### src/rtl/sprite_pkg.sv
// Shared definitions for the sprite bitmap writer: default geometry, colour-key default,
// FSM state encoding and RGB888 / RGB332 field positions.
package sprite_pkg;

   localparam int unsigned DefaultWidthX      = 57;
   localparam int unsigned DefaultHeightY     = 30;
   localparam logic [7:0]  DefaultTransparent = 8'hFF;

   // Bitmap RAM address width, sized for the default 57x30 = 1710 pixel bitmap.
   localparam int unsigned AddrWidth = 11;

   // RGB888 source layout {R[7:0],G[7:0],B[7:0]}: MSB of each channel.
   localparam int unsigned RgbRMsb = 23;
   localparam int unsigned RgbGMsb = 15;
   localparam int unsigned RgbBMsb = 7;

   // RGB332 target layout {R[2:0],G[2:0],B[1:0]}.
   localparam int unsigned Q332RBits = 3;
   localparam int unsigned Q332GBits = 3;
   localparam int unsigned Q332BBits = 2;
   localparam int unsigned Q332RLsb  = 5;
   localparam int unsigned Q332GLsb  = 2;
   localparam int unsigned Q332BLsb  = 0;

   typedef enum logic [1:0] {
      StIdle,
      StLoad,
      StDone
   } state_e;

   function automatic int unsigned clog2_min1(input int unsigned value);
      return (value <= 1) ? 1 : $clog2(value);
   endfunction

endpackage

### src/rtl/rgb888_to_rgb332.sv
// Combinational RGB888 -> RGB332 truncating quantiser with colour-key substitution.
// Optional SPRITE_KEY_PROTECT_EN keeps opaque pixels that quantise onto the key visible.
module rgb888_to_rgb332
   import sprite_pkg::*;
#(
   parameter logic [7:0] TRANSPARENT_ENCODING = DefaultTransparent
) (
   input  logic [23:0] rgb,
   input  logic        transparent,
   output logic [7:0]  rgb332
);

   logic [7:0] quant;
   logic       unused_rgb;

   // Low-order channel bits are dropped by truncation.
   assign unused_rgb = ^{rgb[20:16], rgb[12:8], rgb[5:0]};

   always_comb begin
      quant = '0;
      quant[Q332RLsb +: Q332RBits] = rgb[RgbRMsb -: Q332RBits];
      quant[Q332GLsb +: Q332GBits] = rgb[RgbGMsb -: Q332GBits];
      quant[Q332BLsb +: Q332BBits] = rgb[RgbBMsb -: Q332BBits];
   end

   always_comb begin
      rgb332 = quant;
      if (transparent) begin
         rgb332 = TRANSPARENT_ENCODING;
`ifdef SPRITE_KEY_PROTECT_EN
      end else if (quant == TRANSPARENT_ENCODING) begin
         rgb332 = {quant[7:1], 1'b0};
`else
      end else begin
         rgb332 = quant;
`endif
      end
   end

endmodule

### src/rtl/sprite_bitmap_writer.sv
// Streams one bitmap of RGB888 pixels into an RGB332 bitmap RAM, row-major, with a
// registered one-cycle write path. Build option SPRITE_KEY_PROTECT_EN (see quantiser).
module sprite_bitmap_writer
   import sprite_pkg::*;
#(
   parameter int unsigned OBJECT_WIDTH_X       = DefaultWidthX,
   parameter int unsigned OBJECT_HEIGHT_Y      = DefaultHeightY,
   parameter logic [7:0]  TRANSPARENT_ENCODING = DefaultTransparent
) (
   input  logic                 clk,
   input  logic                 resetN,
   input  logic                 start,
   input  logic                 abort,
   input  logic                 pixel_valid,
   output logic                 pixel_ready,
   input  logic [23:0]          pixel_rgb,
   input  logic                 pixel_transparent,
   output logic                 wr_en,
   output logic [AddrWidth-1:0] wr_addr,
   output logic [7:0]           wr_data,
   output logic                 busy,
   output logic                 done
);

   localparam int unsigned XW = clog2_min1(OBJECT_WIDTH_X);
   localparam int unsigned YW = clog2_min1(OBJECT_HEIGHT_Y);
   localparam logic [XW-1:0] XLast = XW'(OBJECT_WIDTH_X - 1);
   localparam logic [YW-1:0] YLast = YW'(OBJECT_HEIGHT_Y - 1);

   state_e               state_q, state_d;
   logic [XW-1:0]        x_q, x_d;
   logic [YW-1:0]        y_q, y_d;
   logic [AddrWidth-1:0] addr_q, addr_d;

   logic                 wr_en_q;
   logic [AddrWidth-1:0] wr_addr_q;
   logic [7:0]           wr_data_q;

   logic                 accept;
   logic                 last_pixel;
   logic [7:0]           pixel_332;

   rgb888_to_rgb332 #(
      .TRANSPARENT_ENCODING(TRANSPARENT_ENCODING)
   ) u_quant (
      .rgb        (pixel_rgb),
      .transparent(pixel_transparent),
      .rgb332     (pixel_332)
   );

   // abort masks ready, so an abort coinciding with the final pixel never completes the load.
   assign pixel_ready = (state_q == StLoad) && !abort;
   assign accept      = pixel_valid && pixel_ready;
   assign last_pixel  = (x_q == XLast) && (y_q == YLast);

   always_comb begin
      state_d = state_q;
      x_d     = x_q;
      y_d     = y_q;
      addr_d  = addr_q;
      unique case (state_q)
         StIdle: begin
            if (start && !abort) begin
               state_d = StLoad;
               x_d     = '0;
               y_d     = '0;
               addr_d  = '0;
            end
         end
         StLoad: begin
            if (abort) begin
               state_d = StIdle;
            end else if (accept) begin
               // Linear address tracks x/y incrementally instead of y*width+x.
               addr_d = addr_q + 1'b1;
               if (x_q == XLast) begin
                  x_d = '0;
                  y_d = y_q + 1'b1;
               end else begin
                  x_d = x_q + 1'b1;
               end
               if (last_pixel) begin
                  state_d = StDone;
               end
            end
         end
         StDone: begin
            state_d = StIdle;
         end
         default: begin
            state_d = StIdle;
         end
      endcase
   end

   always_ff @(posedge clk) begin
      if (resetN) begin
         state_q   <= StIdle;
         x_q       <= '0;
         y_q       <= '0;
         addr_q    <= '0;
         wr_en_q   <= 1'b0;
         wr_addr_q <= '0;
         wr_data_q <= TRANSPARENT_ENCODING;
      end else begin
         state_q <= state_d;
         x_q     <= x_d;
         y_q     <= y_d;
         addr_q  <= addr_d;
         wr_en_q <= accept;
         if (accept) begin
            wr_addr_q <= addr_q;
            wr_data_q <= pixel_332;
         end
      end
   end

   assign wr_en   = wr_en_q;
   assign wr_addr = wr_addr_q;
   assign wr_data = wr_data_q;
   // DONE is entered on the edge that registers the final write, so done aligns with it.
   assign busy    = (state_q != StIdle);
   assign done    = (state_q == StDone);

endmodule

### config.mk
export PLATFORM = sky130hd
export DESIGN_NAME = sprite_bitmap_writer
export DESIGN_NICKNAME = d
export VERILOG_FILES = /design/src/rtl/sprite_pkg.sv /design/src/rtl/rgb888_to_rgb332.sv /design/src/rtl/sprite_bitmap_writer.sv
export SDC_FILE = /design/constraint.sdc
export NUM_CORES = 1
export LEC_CHECK = 0
export ABC_CLOCK_PERIOD_IN_PS = 2570
export BUFFER_PORTS_ARGS = -buffer_cell sky130_fd_sc_hd__clkbuf_2
export CELL_PAD_IN_SITES_DETAIL_PLACEMENT = 0
export CELL_PAD_IN_SITES_GLOBAL_PLACEMENT = 2
export CORE_MARGIN = 5
export CORE_UTILIZATION = 32
export CTS_CLUSTER_SIZE = 16
export DETAILED_ROUTE_END_ITERATION = 10
export HOLD_SLACK_MARGIN = 0.15
export PLACE_DENSITY = 0.89
export SLEW_MARGIN = 25
export SYNTH_ARGS = -nofsm -noshare
export SYNTH_HDL_FRONTEND = slang
export SYNTH_SLANG_ARGS = --single-unit
### constraint.sdc
create_clock -name clk -period 2.57 [get_ports clk]
set_clock_uncertainty 0.15 [all_clocks]
set_input_delay 0.514 -clock clk [delete_from_list [all_inputs] [get_ports clk]]
set_output_delay 0.514 -clock clk [all_outputs]
set_load 0.02 [all_outputs]
==> metrics.txt, run 1 <==
crit path DAT=roughly 1.3 ns; worst slack, placed=around 0.62 ns; I/O pin count=53; gp weighted congestion=0.8393; count leader, synth=dfxtp_1; Internal Power=about 1.1 mW; peak supply drop=0.0002571 V; worst slew pin tran=0.4180 ns; CTS buffer count=5; dominant cells by area after synthesis=dfxtp_1 (45%), nand2_1 (6.3%), a21oi_1 (5.4%); complex-gate fraction of the synthesized area=17.55%; drt via density=4.904; FF-to-FF Start=x_q[0]; Req. time, crit path=between 1.5 and 2 ns; Synth async-reset ratio=0%; Synth area leader=dfxtp_1; Avg WL per Cell=12.85 um; CTS Hold Bufs=0; Max clock buf depth=2; Net Sw Frac=20.63%; H-tree levels=2; number of synthesized flops with an enable pin=0; footprint of the multi-input gates=a little under 1000 um2; post-synthesis adder-cell area fraction=about 3.2%; CTS tree=built; # setup viols final=0; count of warnings emitted by yosys=0; Chip Width=88.28 um; fin crit period=1.986 ns; status=finished, final reports clean; Initial DRC Count=86; largest family of logic cells by synthesized area=simple AND/OR/NAND/NOR gates; row count=28; initial core utilization=approximately a third; unrepaired setup endpoints after global routing=no; die area=slightly below 8000 um2; FF+latch area=880.8 um2; CTS root buffer=clkbuf_8; f_max=approximately 500 MHz; Mapped Avg Cell Area=around 8.7 um2; Remaining DRCs=0; Finished Core Util=39.10%; post-CTS sizing=0; Critical Path Max Stage Delay=approximately 0.47 ns; cells after synthesis=approximately 230; FF+latch count, synth=44; post-route setup slack=0.5839 ns; synthesized net count=260; fraction of layout cells with a size suffix above 1=22.69%; static leakage=0.9471 nW; clk_lat worst skew=0.29 ns; critical path class=register to output port; Worst Setup End Kind=output port; grt total ovfl=0; switching power=0.2850 mW; ANT cells=0; Final Hold Fails=0; WL final=between 4 and 5 mm; clock network power share=44.5%; drt pass-1 iters=4; max cap viols=0; Buffers on Ports=36; largest net degree at the start of global routing=24; distinct cell type count after synthesis=49; vias in the first global route=about 1500; Crit Path Max Fanout=8; Setup crit start kind=register; Post-Syn Area=between 1500 and 2000 um2; Core Box Area=5956 um2; Filler cells=625; post-synthesis mux area share=0.7658%; Synth-to-Final Area Change=18.76%; Final HPWL DP=around 3.1 mm; GRT Resource Usage Total=11.95%; die height=88.28 um; pwr dens=slightly below 600 nW/um2; Worst Hold Launch=wr_addr[5]; sequential area share after synthesis=44.93%; combinational fraction of design power=5.4%; xor/xnor share of the synthesized area=2.680%; DRT antenna net count=0; Setup Fix Bufs, Post-CTS=0; crit-path cells=nor3b_2 > clkbuf_2; setup total negative slack=0 ns; detailed-route via count=1643; Worst setup startpoint=state_q[0]; antenna violations before repair=0; register share of total power=50.0%; max_slew headroom=between 70 and 80%; Final period util=slightly below 80%; clock-pin slew on the worst setup and hold paths=~0.080 ns; Simple-Gate Fraction of Synth Area=between 20% and 30%; nets=295; first-pass GRT wire length=7.314 mm; synth cell count leaders=dfxtp_1 (44), nand2_1 (33), a21oi_1 (21), nor2_1 (18), nor3_1 (12); share of the synthesized area in the top cell type=roughly 45%; Worst Path Buf+Inv=1; Main synth FF type=dfxtp_1; Tightest Hold Check Type=register to register; critical path's slowest cell=dfxtp_1; clock sinks=44; Final Max Slew Viols=0; Crit path max-delay family=flip-flops
[power by group through the flow]
stage	Combinational (mW)	Clock (mW)	Sequential, mW
global placement	0.0772	0	0.708
finish	0.0753	0.615	0.691
detailed placement	0.0762	0	0.708
CTS	0.0765	0.636	0.691
floorplan	0.0504	0	0.708
global route	0.0838	0.666	0.693
[metal layers]
metal	track usage, %	share of wire (%)
met1	16.00	50
met5	0	0
met3	3.538	6.8
met2	17.68	41
met4	5.495	2.3
[layout by cell type, fill, tap and decap left out, types with 2 or more instances in the layout]
master	synthesis	final
a211oi_1	3	3
a21oi_1	21	21
a311oi_1	3	3
a31oi_1	3	3
and2_1	2	2
and3_1	3	3
and4_1	3	3
buf_4	2	4
bufinv_16	0	2
clkbuf_2	1	36
clkbuf_8	0	5
dfxtp_1	44	44
ha_1	5	5
inv_1	6	6
nand2_1	33	33
nand3_1	7	7
nand4_1	3	3
nor2_1	18	18
nor3_1	12	12
o21a_1	2	2
o21ai_0	4	4
o21bai_1	8	8
o31ai_1	3	3
or3_1	2	2
xnor2_1	2	2
xor2_1	4	4
[worst paths after layout]
kind / endpoint / slack, ns / depth (start not counted)
max reg2reg: y_q[1] / 0.67 / 6
min: wr_addr[5] / 0.31 / 2
min reg2reg: wr_addr[5] / 0.31 / 2
max: pixel_ready / 0.58 / 2
[stage by stage]
step | hold slack (ns) | instances | cell area (um2) | total power, mW
after floorplan | 0.2958 | 225 | 1961 | 0.7584
after global placement | 0.2937 | 328 | 2200 | 0.7849
after detailed placement | 0.2981 | 328 | 2200 | 0.7838
after CTS | 0.3022 | 335 | 2328 | 1.404
after global routing | 0.3079 | 335 | 2328 | 1.442
final | 0.3064 | 335 | 2328 | 1.382
[flip-flops by register name, indices dropped and copies added, names as in the netlist]
register,count
state_q,2
wr_data,8
wr_addr,11
y_q,5
wr_en,1
addr_q,11
x_q,6
[kinds of logic (layout without fill, tap and decap cells)]
family,Yosys count,after routing
mux,1,1
xor+xnor,6,6
buf+inv,18,53
fa+ha+maj,5,5
simple gates,98,98
compound gates,53,53
flops,44,44
[worst reg2reg max path, cell delays in order, from the launching register on]
cell and delay (ns):
dfxtp_1 0.35, inv_1 0.08, ha_1 0.17, and4b_1 0.33, nand2_1 0.18, or4_1 0.49
o31ai_1 0.07
[layout make-up]
type | count | share of cell area [%]
Clock buffer | 5 | 2.955
Clock inverter | 2 | 2.579
Tap cell | 75 | 4.030
Inverter | 6 | 0.9672
Multi-Input combinational cell | 163 | 42.61
Timing Repair Buffer | 40 | 9.027
Sequential cell | 44 | 37.83
No activity file was read; power rests on OpenSTA's default activity.
==> run 2: changes to the inputs <==
--- a/config.mk
+++ b/config.mk
@@ -5,16 +5,17 @@
 export SDC_FILE = /design/constraint.sdc
 export NUM_CORES = 1
 export LEC_CHECK = 0
-export ABC_CLOCK_PERIOD_IN_PS = 2570
+export ABC_AREA = 1
+export ABC_CLOCK_PERIOD_IN_PS = 1800
 export BUFFER_PORTS_ARGS = -buffer_cell sky130_fd_sc_hd__clkbuf_2
 export CELL_PAD_IN_SITES_DETAIL_PLACEMENT = 0
 export CELL_PAD_IN_SITES_GLOBAL_PLACEMENT = 2
 export CORE_MARGIN = 5
-export CORE_UTILIZATION = 32
+export CORE_UTILIZATION = 26
 export CTS_CLUSTER_SIZE = 16
 export DETAILED_ROUTE_END_ITERATION = 10
 export HOLD_SLACK_MARGIN = 0.15
-export PLACE_DENSITY = 0.89
+export PLACE_DENSITY = 0.81
 export SLEW_MARGIN = 25
 export SYNTH_ARGS = -nofsm -noshare
 export SYNTH_HDL_FRONTEND = slang
==> constraint.sdc (replaced) <==
create_clock -name clk -period 1.8 [get_ports clk]
set_clock_uncertainty 0.15 [all_clocks]
set_input_delay 0.36 -clock clk [delete_from_list [all_inputs] [get_ports clk]]
set_output_delay 0.36 -clock clk [all_outputs]
set_load 0.02 [all_outputs]
==> metrics.txt, run 2 <==
Final Power=just under 2 mW; Main synth FF type=dfxtp_1; Buffers on Ports=36; most frequent cells in the layout=nand2_1 (44), dfxtp_1 (43), clkbuf_2 (36), inv_1 (32), nor2_1 (32); crit path DAT=1.18 ns; Worst Path Buf+Inv=3; unrepaired setup endpoints after global routing=no; setup total negative slack=0 ns; Req. time, crit path=1.29 ns; # setup viols final=0; peak supply drop=0.0002667 V; status=finished, final reports clean; gp weighted congestion=0.7706; number of synthesized flops with an enable pin=0; Initial DRC Count=56; fraction of layout cells with a size suffix above 1=between 20 and 25%; nets=361; ANT cells=0; critical path's slowest cell=dfxtp_4; Tightest Hold Check Type=primary input to register; Avg WL per Cell=between 10 and 15 um; Final Hold Fails=0; synthesized net count=305; GRT Resource Usage Total=about 11%; clock-pin slew on the worst setup and hold paths=0.08 ns; Core Box Area=7607 um2; static leakage=1.122 nW; vias in the first global route=1821; die height=97.61 um; Mapped Avg Cell Area=7.391 um2; grt total ovfl=0; first-pass GRT wire length=8.487 mm; clk_lat worst skew=about 0.30 ns; WL final=4.853 mm; dominant cells by area after synthesis=dfxtp_1 (44%), nand2_1 (8.3%), nand3_1 (6.5%); clock sinks=44; Final Max Slew Viols=0; I/O pin count=53; antenna violations before repair=0; Worst Setup End Kind=output port; drt via density=4.327; FF+latch count, synth=44; DRT antenna net count=0; worst slew pin tran=0.3657 ns; sequential area share after synthesis=44.14%; Chip Width=97.61 um; Crit path max-delay family=flip-flops; cells after synthesis=270; count of warnings emitted by yosys=0; crit-path cells=inv_1 > nor2_4 > nand2_1 > inv_1 > clkbuf_2; Synth area leader=dfxtp_1; synth cell count leaders=dfxtp_1 (44), nand2_1 (44), inv_1 (32), nor2_1 (32), nand3_1 (26); Remaining DRCs=0; Crit Path Max Fanout=5; f_max=592.3 MHz; Final HPWL DP=3.576 mm; Top cell by count, worst path=inv_1; distinct cell type count after synthesis=27; H-tree levels=2; drt pass-1 iters=4; CTS root buffer=clkbuf_8; Final period util=93.80%; share of the synthesized area in the top cell type=between 40% and 50%; initial core utilization=26.23%; Critical Path Max Stage Delay=0.39 ns; Post-Syn Area=1996 um2; largest net degree at the start of global routing=28; fin crit period=1.688 ns; max_slew headroom=75.59%; detailed-route via count=1852; Synth async-reset ratio=0%; commonest non-fill, non-tap cell in the layout=nand2_1; critical path class=register to output port; pwr dens=768.1 nW/um2; Synth-to-Final Area Change=27.65%; die area=approximately 9500 um2; Setup crit start kind=register; row count=32; max cap viols=0; CTS buffer count=5; CTS tree=built; Max clock buf depth=2
run 2: worst min-delay path, cell delays in order:
cell and delay (ns):
clkbuf_2 0.07, o21ai_0 0.09, nand3_1 0.07
run 2: cell families after synthesis:
| logic type | Yosys count | share of synthesized area [%] |
|---|---|---|
| buffers and inverters | 42 | 8.714 |
| flip-flops | 44 | 44.14 |
| AND/OR/NAND/NOR | 124 | 28.34 |
| adder cells (fa/ha/maj) | 5 | 3.135 |
| XOR/XNOR | 2 | 0.8779 |
| AO/OA/AOI/OAI | 53 | 14.80 |
run 2: power by group:
part | switching [mW] | internal (mW)
Clock | 0.334 | 0.263
Sequential | 0.0240 | 1.01
Combinational | 0.194 | 0.136
run 2: through the flow:
stage | worst slack, ns | hold WS, ns | cells | utilization (%) | area, um2
finish | 0.1116 | 0.1715 | 428 | 33.49 | 2547
global placement | 0.04881 | 0.3054 | 413 | 31.28 | 2380
CTS | 0.06288 | 0.1602 | 428 | 33.45 | 2545
global route | 0.004763 | 0.1778 | 428 | 33.49 | 2547
detailed placement | 0.02908 | 0.3081 | 413 | 31.28 | 2380
floorplan | 0.3183 | 0.2999 | 270 | - | 1996
run 2: layer usage:
metal / routed length, um / part of all wire (%) / global-route usage [%]
met4: 97 / 2.0 / 4.579
met1: 2271 / 47 / 13.27
met3: 230 / 4.7 / 2.943
met5: 0 / 0 / 0
met2: 2253 / 46 / 17.61
run 2: path summary, 6_finish.rpt:
kind	from	to	slack, ns	depth (start not counted)
worst max register to register	state_q[1]	x_q[5]	0.15	8
worst max-delay path	state_q[0]	pixel_ready	0.11	5
worst min-delay path	pixel_rgb[15]	wr_data[4]	0.17	3
worst min register to register	wr_data[4]	wr_data[4]	0.33	2
run 2: area by class of cell:
cell class / count / area [um2]
Inverter: 34 / 127.6
Clock inverter: 2 / 12.51
Clock buffer: 5 / 68.82
Sequential cell: 44 / 884.6
Multi-Input combinational cell: 184 / 945.9
Tap cell: 102 / 127.6
Timing Repair Buffer: 57 / 380.4
Fill cell: 841 / 5060
run 2: what timing repair did:
action                                 CTS  global route
gates resized for setup                  2             2
pin swaps                                1             0
hold buffers                             7             0
setup buffers                            1             0
endpoints found under the hold margin    7             0
setup endpoints to repair                1             2
==> run 3: changes to the inputs <==
--- a/config.mk
+++ b/config.mk
@@ -5,17 +5,17 @@
 export SDC_FILE = /design/constraint.sdc
 export NUM_CORES = 1
 export LEC_CHECK = 0
-export ABC_AREA = 1
 export ABC_CLOCK_PERIOD_IN_PS = 1800
 export BUFFER_PORTS_ARGS = -buffer_cell sky130_fd_sc_hd__clkbuf_2
 export CELL_PAD_IN_SITES_DETAIL_PLACEMENT = 0
 export CELL_PAD_IN_SITES_GLOBAL_PLACEMENT = 2
 export CORE_MARGIN = 5
-export CORE_UTILIZATION = 26
+export CORE_UTILIZATION = 27
 export CTS_CLUSTER_SIZE = 16
 export DETAILED_ROUTE_END_ITERATION = 10
 export HOLD_SLACK_MARGIN = 0.15
-export PLACE_DENSITY = 0.81
+export PLACE_DENSITY = 0.8
+export REMOVE_ABC_BUFFERS = 1
 export SLEW_MARGIN = 25
 export SYNTH_ARGS = -nofsm -noshare
 export SYNTH_HDL_FRONTEND = slang
==> metrics.txt, run 3 (synthesis gave the netlist of run 1 again) <==
critical path's slowest cell=dfxtp_2; most frequent cells in the layout=dfxtp_1 (42), clkbuf_2 (36), nand2_1 (32), a21oi_1 (21), nor2_1 (18); Setup crit start kind=register; peak supply drop=0.0002840 V; clk_lat worst skew=~0.30 ns; Final period util=95.78%; WHS Path Cells=3; Critical Path Max Stage Delay=0.35 ns; fraction of layout cells with a size suffix above 1=roughly 28%; FF+latch area=883.3 um2; row count=31; crit path DAT=1.21 ns; # setup viols final=0; largest net degree at the start of global routing=28; Max clock buf depth=2; routing usage on met1=between 10% and 20%; Synth-to-Final Area Change=25.34%; Req. time, crit path=1.29 ns; Final Max Slew Viols=0; crit-path cells=buf_4 > or2_2 > clkbuf_2; FF-to-FF Start=x_q[0]; ANT cells=0; Final HPWL DP=3.403 mm; initial core utilization=27.32%; die area=9066 um2; gp weighted congestion=roughly 0.73; Filler cells=778; status=finished, final reports clean; DRT antenna net count=0; CTS buffer count=5; vias in the first global route=around 1600; die height=95.22 um; footprint of the multi-input gates=1003 um2; grt total ovfl=0; drt via density=4.519; Worst Setup End Kind=output port; GRT met3 Usage=2.447%; Remaining DRCs=0; placed cells=approximately 360; worst slew pin tran=0.3838 ns; cell depth of the worst setup path=3; detailed-route via count=1690; clock-pin slew on the worst setup and hold paths=about 0.080 ns; Core Box Area=7176 um2; pwr dens=696.6 nW/um2; GRT Resource Usage Total=10.90%; Worst Path Buf+Inv=2; reg2reg path depth=6; setup total negative slack=0 ns; nets=310; first-pass GRT wire length=7.748 mm; Tightest Hold Check Type=primary input to register; CTS tree=built; Layout Cells excl Fill=between 300 and 400; WL final=4.684 mm; GR Util met2=around 17%; clock sinks=44; Setup Fix Bufs, Post-CTS=0; critical path class=register to output port; f_max=580.0 MHz; busiest grt layer=met2; worst slack, placed=0.05186 ns; Avg WL per Cell=~13 um; Crit path max-delay family=flip-flops; max_slew headroom=74.41%; Final Hold Fails=0; Initial DRC Count=roughly 60; Crit Path Max Fanout=5; unrepaired setup endpoints after global routing=no; H-tree levels=2; post-route setup slack=0.07596 ns; drt pass-1 iters=4; Chip Width=roughly 95 um; antenna violations before repair=0; Buffers on Ports=36; static leakage=1.000 nW; commonest non-fill, non-tap cell in the layout=dfxtp_1; I/O pin count=53; Worst Hold Launch=pixel_rgb[21]; max cap viols=0; CTS root buffer=clkbuf_8; Min Hold Slack=0.1535 ns; fin crit period=1.724 ns; Worst setup startpoint=state_q[0]
run 3: cell types whose count changed in the layout (fill, tap and decap cells not counted), moves of 4 or more:
| cell | change |
|---|---|
| dlygate4sd3_1 | -4 |
| inv_1 | -27 |
| nor2_1 | -14 |
| nand2_1 | -12 |
| nand2_2 | -4 |
| nand3_1 | -19 |
| o21bai_1 | +7 |
| o21ai_0 | -20 |
| nor3_1 | +6 |
run 3: area by class of cell:
cell class	count	share of cell area, %
inverter	6	0.9165
sequential	44	35.95
multi-input combinational	163	40.83
clock buffer	5	2.800
tap	99	5.041
clock inverter	2	0.5092
timing repair buffer	55	13.95
run 3: tightest hold or removal path: stages:
cell and delay (ns):
clkbuf_2 0.08, nor3_1 0.04, o21bai_1 0.10
run 3: routing by layer:
| metal | vias to the layer above | wire [um] |
|---|---|---|
| met5 | - | 0 |
| met4 | 0 | 62 |
| met3 | 5 | 236 |
| met2 | 31 | 2071 |
| met1 | 765 | 2313 |
| li1 | 889 | - |
run 3: through the flow:
stage	cell area [um2]	util (%)	total power [mW]
6_report	2457	34.25	1.712
5_1_grt	2457	34.25	1.794
4_1_cts	2450	34.14	1.746
3_5_place_dp	2332	32.50	1.132
3_3_place_gp	2332	32.50	1.132
2_1_floorplan	1896	-	1.067
run 3: where the power goes:
| part | internal, mW | switching, mW | leakage (nW) | total [mW] |
|---|---|---|---|---|
| Sequential | 0.980 | 0.00560 | 0.356 | 0.986 |
| Clock | 0.263 | 0.335 | 0.0400 | 0.598 |
| Combinational | 0.0542 | 0.0741 | 0.604 | 0.128 |
| Total | 1.30 | 0.415 | 1.00 | 1.71 |
run 3: path summary, 6_finish.rpt:
path / endpoint / slack, ns
hold reg to reg: wr_addr[2] / 0.31
hold / removal: wr_data[5] / 0.15
setup / recovery: busy / 0.08
setup reg to reg: y_q[1] / 0.10
run 3: repair_timing:
action                                 in CTS  in global routing
endpoints found under the hold margin       3                  0
setup endpoints to repair                   1                  8
resized for setup                           1                  5
hold buffers                                3                  0
